`config.mk`:
```
export PLATFORM = sky130hd
export DESIGN_NAME = contador_programa_pilha
export DESIGN_NICKNAME = d
export VERILOG_FILES = /design/src/rtl/contador_programa_pilha.sv
export SDC_FILE = /design/constraint.sdc
export NUM_CORES = 1
export LEC_CHECK = 0
export CORE_ASPECT_RATIO = 0.5
export CORE_UTILIZATION = 45
export DETAILED_ROUTE_END_ITERATION = 7
export PLACE_DENSITY = 0.67
export SLEW_MARGIN = 20
export SYNTH_ARGS = -nofsm -noshare
export SYNTH_HDL_FRONTEND = slang
export SYNTH_SLANG_ARGS = --single-unit
```
`constraint.sdc`:
```
create_clock -name clock -period 4 [get_ports clock]
set_clock_uncertainty 0.1 [all_clocks]
set_input_delay 0.4 -clock clock [delete_from_list [all_inputs] [get_ports clock]]
set_output_delay 0.4 -clock clock [all_outputs]
set_load 0.01 [all_outputs]
```
`src/rtl/contador_programa_pilha.sv`:
```
// contador_programa_pilha
// Program counter with sequential increment, branch, and a small return stack
// for subroutine call/return.
//
// Request handshake: there is no valid/ready pair. Each request input is
// sampled only on a rising edge of clock where habilita=1. Priority among
// simultaneous requests is retorno > chamada > desvio > increment.
// - A call on a full stack still jumps, drops the push and raises the
//   sticky erro flag.
// - A return on an empty stack increments instead and raises erro.
module contador_programa_pilha #(
    parameter int                   LARGURA      = 64,
    parameter logic [LARGURA-1:0]   INCREMENTO   = LARGURA'(1),
    parameter logic [LARGURA-1:0]   VETOR_RESET  = '0,
    parameter int                   PROFUNDIDADE = 4
) (
    input  logic               clock,
    input  logic               reset_n,
    input  logic               habilita,
    input  logic               desvio,
    input  logic               chamada,
    input  logic               retorno,
    input  logic [LARGURA-1:0] alvo,
    output logic [LARGURA-1:0] endereco,
    output logic               pilha_vazia,
    output logic               pilha_cheia,
    output logic               erro
);

    // Stack index width and occupancy width (occupancy spans 0..PROFUNDIDADE).
    localparam int PW = $clog2(PROFUNDIDADE);
    localparam int OW = PW + 1;

    logic [LARGURA-1:0] r_pc;
    logic [OW-1:0]      r_ocup;
    logic               r_erro;
    logic [LARGURA-1:0] r_pilha [PROFUNDIDADE];

    logic [LARGURA-1:0] w_pc_inc;
    logic [PW-1:0]      w_idx_push;
    logic [PW-1:0]      w_idx_topo;
    logic               w_vazia;
    logic               w_cheia;
    logic               w_ret_ok;
    logic               w_ret_erro;
    logic               w_cham_ok;
    logic               w_cham_erro;
    logic [LARGURA-1:0] w_pc_prox;
    logic [OW-1:0]      w_ocup_prox;
    logic               w_erro_prox;

    // Shared helpers: next sequential address, stack pointers and
    // full/empty flags decoded from the registered occupancy.
    assign w_pc_inc   = r_pc + INCREMENTO;
    assign w_idx_push = r_ocup[PW-1:0];
    assign w_idx_topo = w_idx_push - PW'(1);
    assign w_vazia    = (r_ocup == '0);
    assign w_cheia    = (r_ocup == OW'(PROFUNDIDADE));

    // Classify this cycle's request. A return always masks a call.
    assign w_ret_ok    = retorno && !w_vazia;
    assign w_ret_erro  = retorno &&  w_vazia;
    assign w_cham_ok   = chamada && !retorno && !w_cheia;
    assign w_cham_erro = chamada && !retorno &&  w_cheia;

    // Next-state selection for PC, occupancy and error flag.
    always_comb begin
        w_pc_prox   = w_pc_inc;
        w_ocup_prox = r_ocup;
        w_erro_prox = r_erro | w_ret_erro | w_cham_erro;
        if (retorno) begin
            if (w_ret_ok) begin
                w_pc_prox   = r_pilha[w_idx_topo];
                w_ocup_prox = r_ocup - OW'(1);
            end
        end else if (chamada) begin
            w_pc_prox = alvo;
            if (w_cham_ok) begin
                w_ocup_prox = r_ocup + OW'(1);
            end
        end else if (desvio) begin
            w_pc_prox = alvo;
        end
    end

    // Architectural state: PC, occupancy and sticky error; reset is async.
    always_ff @(posedge clock or negedge reset_n) begin
        if (!reset_n) begin
            r_pc   <= VETOR_RESET;
            r_ocup <= '0;
            r_erro <= 1'b0;
        end else if (habilita) begin
            r_pc   <= w_pc_prox;
            r_ocup <= w_ocup_prox;
            r_erro <= w_erro_prox;
        end
    end

    // Stack storage is not cleared; an entry is visible only once occupancy
    // covers it. Reset blocks a push in the same cycle.
    always_ff @(posedge clock) begin
        if (reset_n && habilita && w_cham_ok) begin
            r_pilha[w_idx_push] <= w_pc_inc;
        end
    end

    assign endereco    = r_pc;
    assign pilha_vazia = w_vazia;
    assign pilha_cheia = w_cheia;
    assign erro        = r_erro;

endmodule

```
==> results_dict.tcl, run 1 <==
set metrics [dict create \
    clk_pin_slew_ns 0.07 \
    die_w_microns 269 \
    synth_seq_area_share_pct 58.6 \
    final.min_clock_period_ns 3.21 \
    final_common_cell "edfxtp_1" \
    clock.fmax_mhz 312 \
    place.gp.congestion 0.945 \
    synth.distinct_cells 86 \
    final_cell_area_sq_mm 0.0189 \
    cap_violations 0 \
    die-area_sq_mm 0.0364 \
    nets 1430 \
    status "finished clean" \
    critical_path_class "reg2reg" \
    synth_edf_count 256 \
    grt.overflow.total 0 \
    cts_sinks 324 \
    place_area_sq_mm 0.0179 \
    synth_cells 1246 \
    drt-wirelength-per-cell_microns 26.9 \
    crit_fanout 50 \
    syn2layout_area_growth_pct 17.8 \
    syn_avg_cell_area_sq_um 12.9 \
    max_stage_delay_ns 0.74 \
    period_share_pct 80.2 \
    cts_buffers 30 \
    synth_fp_nets 1322 \
    yosys_warnings 0 \
    ys_seq_elements 324 \
    crit_slowest_cell "buf_4" \
    worst_hold_path_type "in2reg" \
    vias 12100 \
    fp-row-count 48 \
    avgViaCountPerCell 6.53 \
    start_util_pct 46.1 \
    io_buffers 136 \
    grt_max_degree 65 \
    most-common-layout-cells "edfxtp_1, clkdlybuf4s50_1, nand2_1" \
    worstPathArrival_ns 3.58 \
    coreArea_sq_mm 0.0348 \
    grt_pass1_vias 11800 \
    drt.antenna.violating_nets 0 \
    grt.total_usage_pct 27.5 \
    clockBufferDepth 3 \
    crit_chain "buf_4 > nand2_1 > or3_1 > and3_1 > nor3b_1 > a311oi_1" \
    endpoint_kind "register" \
    relSlewSlack_pct 21.9 \
    drt_iter0_drc 1635 \
    dominantRegCellSynth "edfxtp_1" \
    dp_hpwl_microns 33500 \
    required_ns 4.38 \
    antenna_found_initial 0 \
    pin_count 137 \
    async_reset_ff_share_pct 21.0 \
    grt_pass1_wl_microns 74400 \
    tightestPinTransition_ns 1.16 \
    fill_cells 2855 \
    syn_area_sq_mm 0.0160 \
    drive_gt1_share_pct 12.2 \
    drcViolationCount 0 \
    peakVddDrop_uv 347 \
    routed_wl_microns 49900 \
    dieHeight_microns 135 \
    insertedDiodeCount 0 \
    power.density_mw_per_mm2 680 \
    slew_violations 0 \
    rsz0062_at_grt "false" \
    p_leak_nw 6.39 \
    h-tree-depth 1 \
    hold_viol 0 \
    cts_tree "built" \
    dr.pass1.iters 6 \
    cp-start-kind "register" \
    setup-violations-final 0 \
    insertion_delay_ns 0.57 \
    setup_tns_ns 0 \
    clockRootBuffer "clkbuf_16" \
]
==> worst paths after layout <==
path | startpoint | end | slack [ns] | depth (start not counted)
max | r_ocup[0]$_DFFE_PN0P_ | endereco[56]$_DFFE_PN0P_ | 0.79 | 6
min | habilita | endereco[2]$_DFFE_PN0P_ | 0.22 | 2
max reg2reg | r_ocup[0]$_DFFE_PN0P_ | endereco[56]$_DFFE_PN0P_ | 0.79 | 6
min reg2reg | erro$_DFFE_PN0P_ | erro$_DFFE_PN0P_ | 0.38 | 1
max in group asynchronous | reset_n | endereco[32]$_DFFE_PN0P_ | 2.31 | 4
min in group asynchronous | reset_n | endereco[44]$_DFFE_PN0P_ | 0.37 | 3
==> critical path, delay by kind of cell (launching register included) <==
family | cells | cell delay (ns)
and+or+nand+nor | 4 | 1.58
buffers and inverters | 1 | 0.74
DFF | 1 | 0.40
AOI/OAI and AO/OA | 1 | 0.28
==> through the flow <==
step                      total power, mW  utilization, %  setup slack, ns  hold WS, ns  cells
final                                12.8            54.3            0.792        0.215   1853
after global routing                 13.4            54.3            0.457        0.210   1853
after CTS                            12.8            54.3            0.728        0.191   1853
after detailed placement             9.91            51.4            0.745        0.361   1796
after global placement               9.79            51.4            0.772        0.360   1796
after floorplan                      8.11               -            0.146      0.00441   1246
==> timing repair <==
item / CTS / global route
resized for setup: 0 / 0
setup buffers: 0 / 0
hold endpoints to repair: 22 / 0
hold buffers: 1 / 0
==> report_power, final <==
part	switching (mW)	internal (mW)	leakage (nW)	total, mW
Combinational	2.48	2.18	2.78	4.66
Sequential	0.874	4.39	3.13	5.26
Clock	1.27	1.64	0.484	2.92
==> flip-flops by register name, summed over array words and instances (netlist names) <==
| signal | flops |
|---|---|
| endereco | 64 |
| r_pilha | 256 |
| erro | 1 |
| r_ocup | 3 |
==> cell type report <==
| class | count | area (sq um) | share of cell area (%) |
|---|---|---|---|
| Clock buffer | 45 | 878 | 4.65 |
| Clock inverter | 11 | 109 | 0.576 |
| Inverter | 26 | 97.6 | 0.517 |
| Multi-Input combinational cell | 801 | 6120 | 32.4 |
| Sequential cell | 324 | 9390 | 49.7 |
| Tap cell | 475 | 594 | 3.15 |
| Timing Repair Buffer | 171 | 1690 | 8.97 |
==> metal layers <==
metal	vias to the layer above	share of wire, %	track usage (%)
li1	5150	-	-
met1	6114	42	39.5
met2	692	45	41.9
met3	140	9.0	5.27
met4	0	3.6	10.0
met5	-	0	0
==> kinds of logic (layout without fill, tap and decap cells) <==
logic type	count (synthesis)	count (layout)	synth area share, %
compound gates	239	239	10.9
mux	94	94	9.42
buf+inv	121	253	3.40
simple gates	401	401	13.8
xor+xnor	61	61	3.33
fa+ha+maj	6	6	0.515
flops	324	324	58.6
==> cells in the mapped netlist (8+ instances only) <==
master / count / share of area, %
mux2i_1: 44 / 2.7
or4_1: 11 / 0.52
nand4_1: 41 / 1.6
xnor2_1: 42 / 2.3
edfxtp_1: 256 / 48
nor3_1: 55 / 1.7
a221o_1: 8 / 0.50
o31ai_1: 8 / 0.37
clkbuf_1: 38 / 0.89
nand3_1: 50 / 1.6
and2_1: 8 / 0.31
inv_1: 23 / 0.54
buf_2: 40 / 1.2
nand2_1: 73 / 1.7
nor4_1: 28 / 1.1
o21ai_0: 36 / 1.1
mux4_2: 45 / 6.3
xor2_1: 19 / 1.0
or3_1: 11 / 0.43
a22o_1: 17 / 0.93
buf_4: 10 / 0.47
nor2_1: 58 / 1.4
a21oi_1: 43 / 1.3
and3_1: 18 / 0.70
o22ai_1: 8 / 0.31
and4_1: 10 / 0.55
dfrtp_1: 68 / 11
a22oi_1: 17 / 0.80
Power figures use the tool's default switching activity.
==> run 2, diff against run 1 <==
Clock period 4 ns to 2.9 ns, I/O delays scaled along.
==> run 2 against run 1 <==
Compared with the run above:
- worst setup slack lost 0.70 ns
- flip-flop and latch count is the same
- largest power group is now combinational cells
- highest routed layer unchanged
- worst hold slack worse by 0.014 ns
- die area did not move
- clock-buffer cell count fell by 12
- first-iteration DRC count fell by 0.43%
- wire length grew 0.50%
==> results_dict.tcl, run 2 (synthesized netlist as in run 1, its figures left out) <==
set metrics [dict create \
    rr_endpoint "r_pilha[3][54]$_DFFE_PP_" \
    syn2layout_area_growth_pct 22.3 \
    p_comb_share_pct 40.1 \
    p_int_mw 11.8 \
    drt-wirelength-per-cell_microns 26.0 \
    slew_violations 0 \
    pin_count 137 \
    grt_max_degree 66 \
    rrSetupSlack_ns 0.15 \
    regArea_sq_mm 0.00939 \
    antenna_found_initial 0 \
    die-area_sq_mm 0.0364 \
    regMostFlops "r_pilha" \
    drcViolationCount 0 \
    p_clk_share_pct 22.3 \
    avgViaCountPerCell 6.42 \
    final.min_clock_period_ns 2.81 \
    most-common-layout-cells "edfxtp_1, clkdlybuf4s50_1, buf_4" \
    utilization_pct 56.4 \
    multi_input_area_sq_mm 0.00614 \
    netSwitchingFraction_pct 36.1 \
    clock.fmax_mhz 356 \
    tightestPinTransition_ns 1.02 \
    clockRootBuffer "clkbuf_16" \
    rsz0062_at_grt "false" \
    cap_violations 0 \
    required_ns 2.51 \
    largest_reg_flops 256 \
    dr.pass1.iters 5 \
    dieHeight_microns 135 \
    reg2regPathDepth 6 \
    p_leak_nw 6.81 \
    clk_pin_slew_ns 0.07 \
    place_ws_ns 0.128 \
    max_stage_delay_ns 0.59 \
    endpoint_kind "primary output" \
    grt_pass1_wl_microns 75100 \
    crit_fanout 30 \
    drt.antenna.violating_nets 0 \
    crit_slowest_cell "clkdlybuf4s50_1" \
    dp_hpwl_microns 34900 \
    status "finished clean" \
    share_seq_of_total_power_pct 37.7 \
    total_power_mw 18.4 \
    cts_buffers 30 \
    worstPathArrival_ns 2.42 \
    grt.total_usage_pct 27.8 \
    coreArea_sq_mm 0.0348 \
    crit_buf_inv 4 \
    drt_iter0_drc 1628 \
    p_sw_mw 6.65 \
    crit_chain "inv_1 > ha_4 > nand2b_1 > inv_2 > buf_8 > clkdlybuf4s50_1" \
    final_common_cell "edfxtp_1" \
    die_w_microns 269 \
    h-tree-depth 1 \
    whs_endpoint "endereco[4]$_DFFE_PN0P_" \
    hold_viol 0 \
    min_from "alvo[4]" \
    worst_hold_path_type "in2reg" \
    relSlewSlack_pct 32.2 \
    vias 12400 \
    worst_slack_ns 0.0946 \
    place.gp.congestion 0.970 \
    grt_pass1_vias 12000 \
    insertedDiodeCount 0 \
    insertion_delay_ns 0.59 \
    power.density_mw_per_mm2 941 \
    timing.hold.ws_ns 0.202 \
    clockBufferDepth 3 \
    period_share_pct 96.7 \
    routed_wl_microns 50200 \
    fill_cells 2848 \
    fp-row-count 48 \
    cts_sinks 324 \
    min_delay_path_depth 3 \
    setup-violations-final 0 \
    cts_setup_buffers 0 \
    grt.overflow.total 0 \
    peakVddDrop_uv 603 \
    cts_tree "built" \
    path_delay_family "buffers and inverters" \
    cp-start-kind "register" \
    io_buffers 136 \
    critical_path_class "reg2out" \
    drive_gt1_share_pct 17.1 \
    nets 1505 \
    start_util_pct 46.1 \
    r2r-start "endereco[16]$_DFFE_PN0P_" \
]
[run 2: changes by cell type in the layout (fill, tap and decap cells not counted), sizes merged]
cell         change
bufinv           +2
clkinv           +7
clkinvlp         +3
dlygate4sd3      +1
clkbuf          -12
buf             +74
[run 2: tightest hold or removal path, delay by kind of cell]
kind,cells,cell delay (ns)
buffers and inverters,1,0.40
AND/OR/NAND/NOR,1,0.08
AO/OA/AOI/OAI,1,0.08
[run 2: timing repair]
action,in CTS,in global routing
gates resized for setup,1,3
endpoints found under the setup margin,1,9
hold endpoints to repair,68,0
hold buffers,2,0
[run 2: per-stage QoR]
| step | setup TNS (ns) | instances | cell area, sq um |
|---|---|---|---|
| after detailed placement | 0 | 1870 | 18500 |
| after floorplan | -51.80 | 1246 | 16100 |
| after global routing | 0 | 1928 | 19600 |
| final | 0 | 1928 | 19600 |
| after CTS | 0 | 1928 | 19600 |
| after global placement | 0 | 1870 | 18500 |
[run 2: final cells by class]
class,count,share of cell area (%)
clock buffers,33,4.00
inverters,26,0.498
well taps,475,3.03
clock inverters,23,1.14
repair buffers,246,12.1
flip-flops and latches,324,47.9
multi-input cells,801,31.3
[run 2: routing by layer]
layer	vias up	routed length, microns	GRT usage (%)
met3	134	5050	6.05
met2	739	22900	43.0
li1	5293	-	-
met4	0	1790	9.53
met1	6215	20400	39.0
met5	-	0	0
[run 2: worst max path at each step]
stage,startpoint,end,slack [ns],depth (start not counted)
after floorplan,r_ocup[0]$_DFFE_PN0P_,r_pilha[0][0]$_DFFE_PP_,-0.20,7
after global placement,endereco[30]$_DFFE_PN0P_,r_pilha[1][62]$_DFFE_PP_,0.18,6
after detailed placement,endereco[30]$_DFFE_PN0P_,r_pilha[0][62]$_DFFE_PP_,0.13,6
after CTS,endereco[30]$_DFFE_PN0P_,r_pilha[3][62]$_DFFE_PP_,0.04,6
after global routing,r_ocup[0]$_DFFE_PN0P_,pilha_vazia,0.02,6
final,r_ocup[0]$_DFFE_PN0P_,pilha_vazia,0.09,6
[run 2: power by group through the flow]
stage / Clock [mW] / Combinational (mW) / Sequential, mW
floorplan: 0 / 4.46 / 6.77
global placement: 0 / 7.13 / 6.96
detailed placement: 0 / 7.29 / 6.99
CTS: 4.15 / 7.34 / 6.90
global route: 4.32 / 7.85 / 7.00
finish: 4.11 / 7.39 / 6.94
